File: src/rtl/mem_arb_pkg.sv
// Shared types for mem_port_arbiter: read-tracking FSM encoding and grant owner tags.
package mem_arb_pkg;

    typedef enum logic [1:0] {
        StIdle = 2'd0,
        StIfRd = 2'd1,
        StDRd  = 2'd2
    } rd_state_e;

    typedef enum logic [1:0] {
        OwnerNone = 2'd0,
        OwnerIf   = 2'd1,
        OwnerD    = 2'd2
    } owner_e;

endpackage

File: src/rtl/mem_port_arbiter_if.sv
// Request/response and RAM command bundle for mem_port_arbiter.
// slave = arbiter view, master = core/RAM view.
interface mem_port_arbiter_if #(
    parameter int unsigned ADDR_W = 12,
    parameter int unsigned DATA_W = 32
);
    logic                  ifReq;
    logic [ADDR_W-1:0]     ifAddr;
    logic                  ifGnt;
    logic                  ifRvalid;
    logic [DATA_W-1:0]     ifRdata;
    logic                  ifStall;

    logic                  dReq;
    logic                  dWe;
    logic [DATA_W/8-1:0]   dBe;
    logic [ADDR_W-1:0]     dAddr;
    logic [DATA_W-1:0]     dWdata;
    logic                  dGnt;
    logic                  dRvalid;
    logic [DATA_W-1:0]     dRdata;
    logic                  dStall;

    logic                  memEn;
    logic [DATA_W/8-1:0]   memWe;
    logic [ADDR_W-1:0]     memAddr;
    logic [DATA_W-1:0]     memWdata;
    logic [DATA_W-1:0]     memRdata;

    modport slave (
        input  ifReq, ifAddr, dReq, dWe, dBe, dAddr, dWdata, memRdata,
        output ifGnt, ifRvalid, ifRdata, ifStall,
        output dGnt, dRvalid, dRdata, dStall,
        output memEn, memWe, memAddr, memWdata
    );

    modport master (
        output ifReq, ifAddr, dReq, dWe, dBe, dAddr, dWdata, memRdata,
        input  ifGnt, ifRvalid, ifRdata, ifStall,
        input  dGnt, dRvalid, dRdata, dStall,
        input  memEn, memWe, memAddr, memWdata
    );

endinterface

File: src/rtl/mem_port_arbiter.sv
// Shares one synchronous-read RAM port between IF (read-only) and MEM (read/write).
// Define ARB_FAIR_EN to add IF starvation protection (forced IF grant after STARVE_LIMIT denials).
module mem_port_arbiter
    import mem_arb_pkg::*;
#(
    parameter int unsigned ADDR_W = 12,
    parameter int unsigned DATA_W = 32
`ifdef ARB_FAIR_EN
    ,
    parameter int unsigned STARVE_LIMIT = 4
`endif
) (
    input logic               clk,
    input logic               rst,
    mem_port_arbiter_if.slave bus
);

    localparam int unsigned BE_W = DATA_W / 8;

    owner_e            owner;
    rd_state_e         state_q, state_d;
    logic              if_win;
    logic              if_ret, d_ret;
    logic [DATA_W-1:0] if_hold_q, d_hold_q;
    logic [ADDR_W-1:0] cmd_addr;
    logic [DATA_W-1:0] cmd_wdata;
    logic [BE_W-1:0]   cmd_we;

`ifdef ARB_FAIR_EN
    localparam int unsigned CntW = $clog2(STARVE_LIMIT + 1);

    logic [CntW-1:0] starve_q, starve_d;

    assign if_win = (starve_q == CntW'(STARVE_LIMIT));

    always_comb begin
        starve_d = starve_q;
        if (!bus.ifReq || bus.ifGnt) begin
            starve_d = '0;
        end else if (starve_q != CntW'(STARVE_LIMIT)) begin
            starve_d = starve_q + 1'b1;
        end
    end

    always_ff @(posedge clk) begin
        if (rst) begin
            starve_q <= '0;
        end else begin
            starve_q <= starve_d;
        end
    end
`else
    assign if_win = 1'b0;
`endif

    // Data wins by default: the MEM-stage instruction is older than the fetch.
    always_comb begin
        owner = OwnerNone;
        if (rst) begin
            owner = OwnerNone;
        end else if (bus.ifReq && (!bus.dReq || if_win)) begin
            owner = OwnerIf;
        end else if (bus.dReq) begin
            owner = OwnerD;
        end
    end

    always_comb begin
        bus.memEn = 1'b0;
        cmd_we    = '0;
        cmd_addr  = '0;
        cmd_wdata = '0;
        unique case (owner)
            OwnerD: begin
                bus.memEn = 1'b1;
                cmd_addr  = bus.dAddr;
                cmd_wdata = bus.dWdata;
                cmd_we    = bus.dWe ? bus.dBe : '0;
            end
            OwnerIf: begin
                bus.memEn = 1'b1;
                cmd_addr  = bus.ifAddr;
            end
            default: ;
        endcase
    end

    assign bus.memAddr  = cmd_addr;
    assign bus.memWdata = cmd_wdata;
    assign bus.memWe    = cmd_we;

    assign bus.ifGnt   = (owner == OwnerIf);
    assign bus.dGnt    = (owner == OwnerD);
    assign bus.ifStall = bus.ifReq & ~bus.ifGnt;
    assign bus.dStall  = bus.dReq & ~bus.dGnt;

    // Tags the read issued this cycle so its data is steered back next cycle.
    always_comb begin
        state_d = StIdle;
        if (owner == OwnerD && !bus.dWe) begin
            state_d = StDRd;
        end else if (owner == OwnerIf) begin
            state_d = StIfRd;
        end
    end

    assign if_ret = (state_q == StIfRd) && !rst;
    assign d_ret  = (state_q == StDRd) && !rst;

    always_ff @(posedge clk) begin
        if (rst) begin
            state_q   <= StIdle;
            if_hold_q <= '0;
            d_hold_q  <= '0;
        end else begin
            state_q <= state_d;
            if (if_ret) begin
                if_hold_q <= bus.memRdata;
            end
            if (d_ret) begin
                d_hold_q <= bus.memRdata;
            end
        end
    end

    // Return data bypasses the holding register so it is visible in the return cycle.
    assign bus.ifRvalid = if_ret;
    assign bus.dRvalid  = d_ret;
    assign bus.ifRdata  = rst ? '0 : (if_ret ? bus.memRdata : if_hold_q);
    assign bus.dRdata   = rst ? '0 : (d_ret ? bus.memRdata : d_hold_q);

endmodule

File: src/flat_wrapper.sv
// flat-port wrapper written by rule: the top's interface ports become plain ports
module mem_port_arbiter_flat import mem_arb_pkg::*;
#(
    parameter int unsigned ADDR_W = 12,
    parameter int unsigned DATA_W = 32

)
  (clk, rst, bus_ifReq, bus_ifAddr, bus_dReq, bus_dWe, bus_dBe, bus_dAddr, bus_dWdata, bus_memRdata, bus_ifGnt, bus_ifRvalid, bus_ifRdata, bus_ifStall, bus_dGnt, bus_dRvalid, bus_dRdata, bus_dStall, bus_memEn, bus_memWe, bus_memAddr, bus_memWdata);
  mem_port_arbiter_if #(.ADDR_W(ADDR_W), .DATA_W(DATA_W)) bus_i ();
  input logic clk;
  input logic rst;
  input wire logic [$bits(bus_i.ifReq)-1:0] bus_ifReq;
  input wire logic [$bits(bus_i.ifAddr)-1:0] bus_ifAddr;
  input wire logic [$bits(bus_i.dReq)-1:0] bus_dReq;
  input wire logic [$bits(bus_i.dWe)-1:0] bus_dWe;
  input wire logic [$bits(bus_i.dBe)-1:0] bus_dBe;
  input wire logic [$bits(bus_i.dAddr)-1:0] bus_dAddr;
  input wire logic [$bits(bus_i.dWdata)-1:0] bus_dWdata;
  input wire logic [$bits(bus_i.memRdata)-1:0] bus_memRdata;
  output wire logic [$bits(bus_i.ifGnt)-1:0] bus_ifGnt;
  output wire logic [$bits(bus_i.ifRvalid)-1:0] bus_ifRvalid;
  output wire logic [$bits(bus_i.ifRdata)-1:0] bus_ifRdata;
  output wire logic [$bits(bus_i.ifStall)-1:0] bus_ifStall;
  output wire logic [$bits(bus_i.dGnt)-1:0] bus_dGnt;
  output wire logic [$bits(bus_i.dRvalid)-1:0] bus_dRvalid;
  output wire logic [$bits(bus_i.dRdata)-1:0] bus_dRdata;
  output wire logic [$bits(bus_i.dStall)-1:0] bus_dStall;
  output wire logic [$bits(bus_i.memEn)-1:0] bus_memEn;
  output wire logic [$bits(bus_i.memWe)-1:0] bus_memWe;
  output wire logic [$bits(bus_i.memAddr)-1:0] bus_memAddr;
  output wire logic [$bits(bus_i.memWdata)-1:0] bus_memWdata;
  assign bus_i.ifReq = bus_ifReq;
  assign bus_i.ifAddr = bus_ifAddr;
  assign bus_i.dReq = bus_dReq;
  assign bus_i.dWe = bus_dWe;
  assign bus_i.dBe = bus_dBe;
  assign bus_i.dAddr = bus_dAddr;
  assign bus_i.dWdata = bus_dWdata;
  assign bus_i.memRdata = bus_memRdata;
  assign bus_ifGnt = bus_i.ifGnt;
  assign bus_ifRvalid = bus_i.ifRvalid;
  assign bus_ifRdata = bus_i.ifRdata;
  assign bus_ifStall = bus_i.ifStall;
  assign bus_dGnt = bus_i.dGnt;
  assign bus_dRvalid = bus_i.dRvalid;
  assign bus_dRdata = bus_i.dRdata;
  assign bus_dStall = bus_i.dStall;
  assign bus_memEn = bus_i.memEn;
  assign bus_memWe = bus_i.memWe;
  assign bus_memAddr = bus_i.memAddr;
  assign bus_memWdata = bus_i.memWdata;
  mem_port_arbiter #(.ADDR_W(ADDR_W), .DATA_W(DATA_W)) u_core (.clk(clk), .rst(rst), .bus(bus_i));
endmodule
File: config.mk
export PLATFORM = sky130hd
export DESIGN_NAME = mem_port_arbiter_flat
export DESIGN_NICKNAME = d
export VERILOG_FILES = /design/src/rtl/mem_arb_pkg.sv /design/src/rtl/mem_port_arbiter_if.sv /design/src/rtl/mem_port_arbiter.sv /design/src/flat_wrapper.sv
export SDC_FILE = /design/constraint.sdc
export NUM_CORES = 1
export LEC_CHECK = 0
export CAP_MARGIN = 20
export CORE_ASPECT_RATIO = 2
export CORE_UTILIZATION = 30
export DETAILED_ROUTE_END_ITERATION = 10
export HOLD_SLACK_MARGIN = 0.03
export PLACE_DENSITY = 0.77
export SLEW_MARGIN = 20
export SYNTH_ARGS = -nofsm -noshare
export SYNTH_HDL_FRONTEND = slang
export SYNTH_SLANG_ARGS = --single-unit
File: constraint.sdc
create_clock -name clk -period 3.4 [get_ports clk]
set_clock_uncertainty 0.2 [all_clocks]
set_input_delay 0.68 -clock clk [delete_from_list [all_inputs] [get_ports clk]]
set_output_delay 0.68 -clock clk [all_outputs]
set_load 0.05 [all_outputs]
==> run summary <==
outcome = complete, no violations
M1 GR Usage = 18.0%
core footprint = 10,100 um2
Synth top cells by count = nand2b_1 (97), dfxtp_1 (66), mux2i_1 (64)
Post-synth EDFFs = 0
dominant cell type by area after synthesis = dfxtp_1
GRT Max-Usage Layer = met2
antenna violations before repair = 0
top-area cell type share of the netlist area = 41.8%
Area contributors post-synth = dfxtp_1 (42%), mux2i_1 (20%), nand2b_1 (19%), and2_1 (6.9%), a32o_1 (3.8%)
cells after synthesis = 314
period utilisation layout = 92.2%
Critical Path Start = bus_memRdata[12]
gr usage total = 20.1%
Worst-Skew Late Latency = 330 ps
Adder-Cell Fraction of Synth Area = 0%
multiplexer share of the synthesized area = 20.3%
Seq/Total Area, Yosys = 41.8%
launch point of the worst reg-to-reg path = u_core.state_q[0]
Area Growth Syn to Fin = 93.1%
Worst Path Required = 2520 ps
HP Class = reg -> reg
GRT met3 Usage = 9.81%
Die Span X = 74.6 um
post-CTS setup buffer count = 0
post-synthesis simple-gate area fraction = 28.7%
Max transition margin = 62.1%
Pleak = 0.00263 uW
Worst setup endpoint = bus_ifRdata[12]
Final Routed Wirelength = 10,800 um
drt drc = 0
CP Launch Type = input port
Worst Max-Slew Pin Slew = 567 ps
Mapped Area = 3160 um2
R2R Path End = u_core.if_hold_q[3]
Avg Inst Size Synth = 10.1 um2
Post-synth ARST share = 0%
Reg2Reg Setup Slack = 1830 ps
Max Clk Rate = 0.319 GHz
crit path kind = in -> out
count of cell types in the netlist = 14
clock edge transition at the registers on the reported setup and hold paths = 50 ps
met2 Usage GRT = 37.0%
largest family of logic cells by synthesized area = simple AND/OR/NAND/NOR gates
total congestion overflow = 0
Crit. End Element = output pin
Max VDD drop = 0.273 mV
TritonRoute pass-1 iters = 4
CTS tree = built
post-synthesis register bit count = 66
min Tclk post-route = 3130 ps
number of I/O pins = 216
largest net degree at the start of global routing = 42
Clock Path Buffers = 2
CTS Sinks = 66
Die H = 147 um
CP arrival = 2250 ps
most used flip-flop cell after synthesis = dfxtp_1
most common cell in the netlist = nand2b_1
H-tree Lvls = 3
Finish-stage setup viols = 0
Synth Area in Compound Gates = 3.80%
Syn. warnings = 0
R2R depth = 3
Synth Area in XOR/XNOR = 0%
Hold Fails Final Rpt = 0
Detail Route Antenna Nets = 0
Final TNS setup = 0 ps
vias = 2,985
Iteration-0 DRC Markers = 84
Num CTS Buffers = 9
post-CTS sizing = 0
via density per instance = 4.52
hold depth = 2
Port-buffer cells = 215
HPWL after DPL = 8850 um
Wirelength per Cell = 16.4 um
Initial Utilization = 31.1%
first-pass GRT wire length = 16,400 um
Mapped Nets = 411
Placer Congestion = 0.744
clk root buf = clkbuf_16
Final nets = 619
vias in the first global route = 3,328
Max-cap violations = 0
row count = 52
PwrDens = 390 nW/um2
number of hold buffers added after cts = 0
Pins Over Slew Limit = 0
final worst slack = 267 ps
die area = 11,000 um2
Max FO, Critical Path = 2
pre-CTS setup slack = 258 ps
share of cells above drive strength 1 = 27.0%
antenna cells = 0
RSZ-0062 raised after global routing = false
-- stage by stage --
stage	util, %	cells	hold WS, ps	area (um2)	power [uW]
floorplan	-	314	552	3160	1140
global placement	57.1	646	268	5790	1450
detailed placement	57.1	646	273	5790	1460
CTS	60.1	661	285	6100	2400
global route	60.1	661	302	6100	2460
finish	60.1	661	284	6100	2380
-- cell usage in the layout, fill, tap and decap left out --
cell type | Yosys | final
clkdlybuf4s50_1 | 0 | 99
nand2b_1 | 97 | 96
buf_4 | 2 | 68
dfxtp_1 | 66 | 66
mux2i_1 | 64 | 64
buf_12 | 0 | 56
and2_1 | 35 | 35
a32o_1 | 12 | 12
clkbuf_16 | 0 | 9
and3_1 | 4 | 4
nor2_1 | 3 | 3
nor2b_1 | 4 | 3
clkbuf_8 | 0 | 3
and2b_1 | 1 | 1
nor2_4 | 1 | 1
nor2b_4 | 0 | 1
nand2b_2 | 0 | 1
bufinv_16 | 0 | 1
clkinv_2 | 0 | 1
clkbuf_1 | 11 | 1
buf_2 | 7 | 1
-- how the worst min path moves through the flow --
| stage | from | to | slack [ps] |
|---|---|---|---|
| after floorplan | bus_dWe | u_core.state_q[1] | 550 |
| after global placement | u_core.if_hold_q[10] | u_core.if_hold_q[10] | 270 |
| after detailed placement | u_core.if_hold_q[24] | u_core.if_hold_q[24] | 270 |
| after CTS | u_core.if_hold_q[24] | u_core.if_hold_q[24] | 290 |
| after global routing | u_core.if_hold_q[24] | u_core.if_hold_q[24] | 300 |
| final | u_core.if_hold_q[29] | u_core.if_hold_q[29] | 280 |
-- layer usage --
layer / up-vias / part of all wire (%)
li1: 1445 / -
met1: 1358 / 33
met2: 166 / 54
met3: 16 / 12
met4: 0 / 1.8
met5: - / 0
-- flip-flops by register name, indices dropped and copies added (netlist names) --
register / count
u_core.d_hold_q: 32
u_core.state_q: 2
u_core.if_hold_q: 32
-- worst max-delay path: stages --
cell and delay (ps):
clkdlybuf4s50_1 460, nand2b_1 70, mux2i_1 190, clkdlybuf4s50_1 850
-- cell families after synthesis --
logic type,Yosys count
flip-flops,66
AO/OA/AOI/OAI,12
buffers and inverters,27
AND/OR/NAND/NOR,145
multiplexers,64
-- area by class of cell --
class,instances,area (um2)
fillers,870,4050
repair buffers,224,2630
multi-input cells,221,1680
flip-flops and latches,66,1320
clock buffers,13,270
well taps,135,169
clock inverters,2,35.0
-- power breakdown --
part           switching (uW)  internal, uW
clock                     318           622
combinational             328           300
sequential               7.41           801
total                     653          1720
Power figures use the tool's default switching activity.
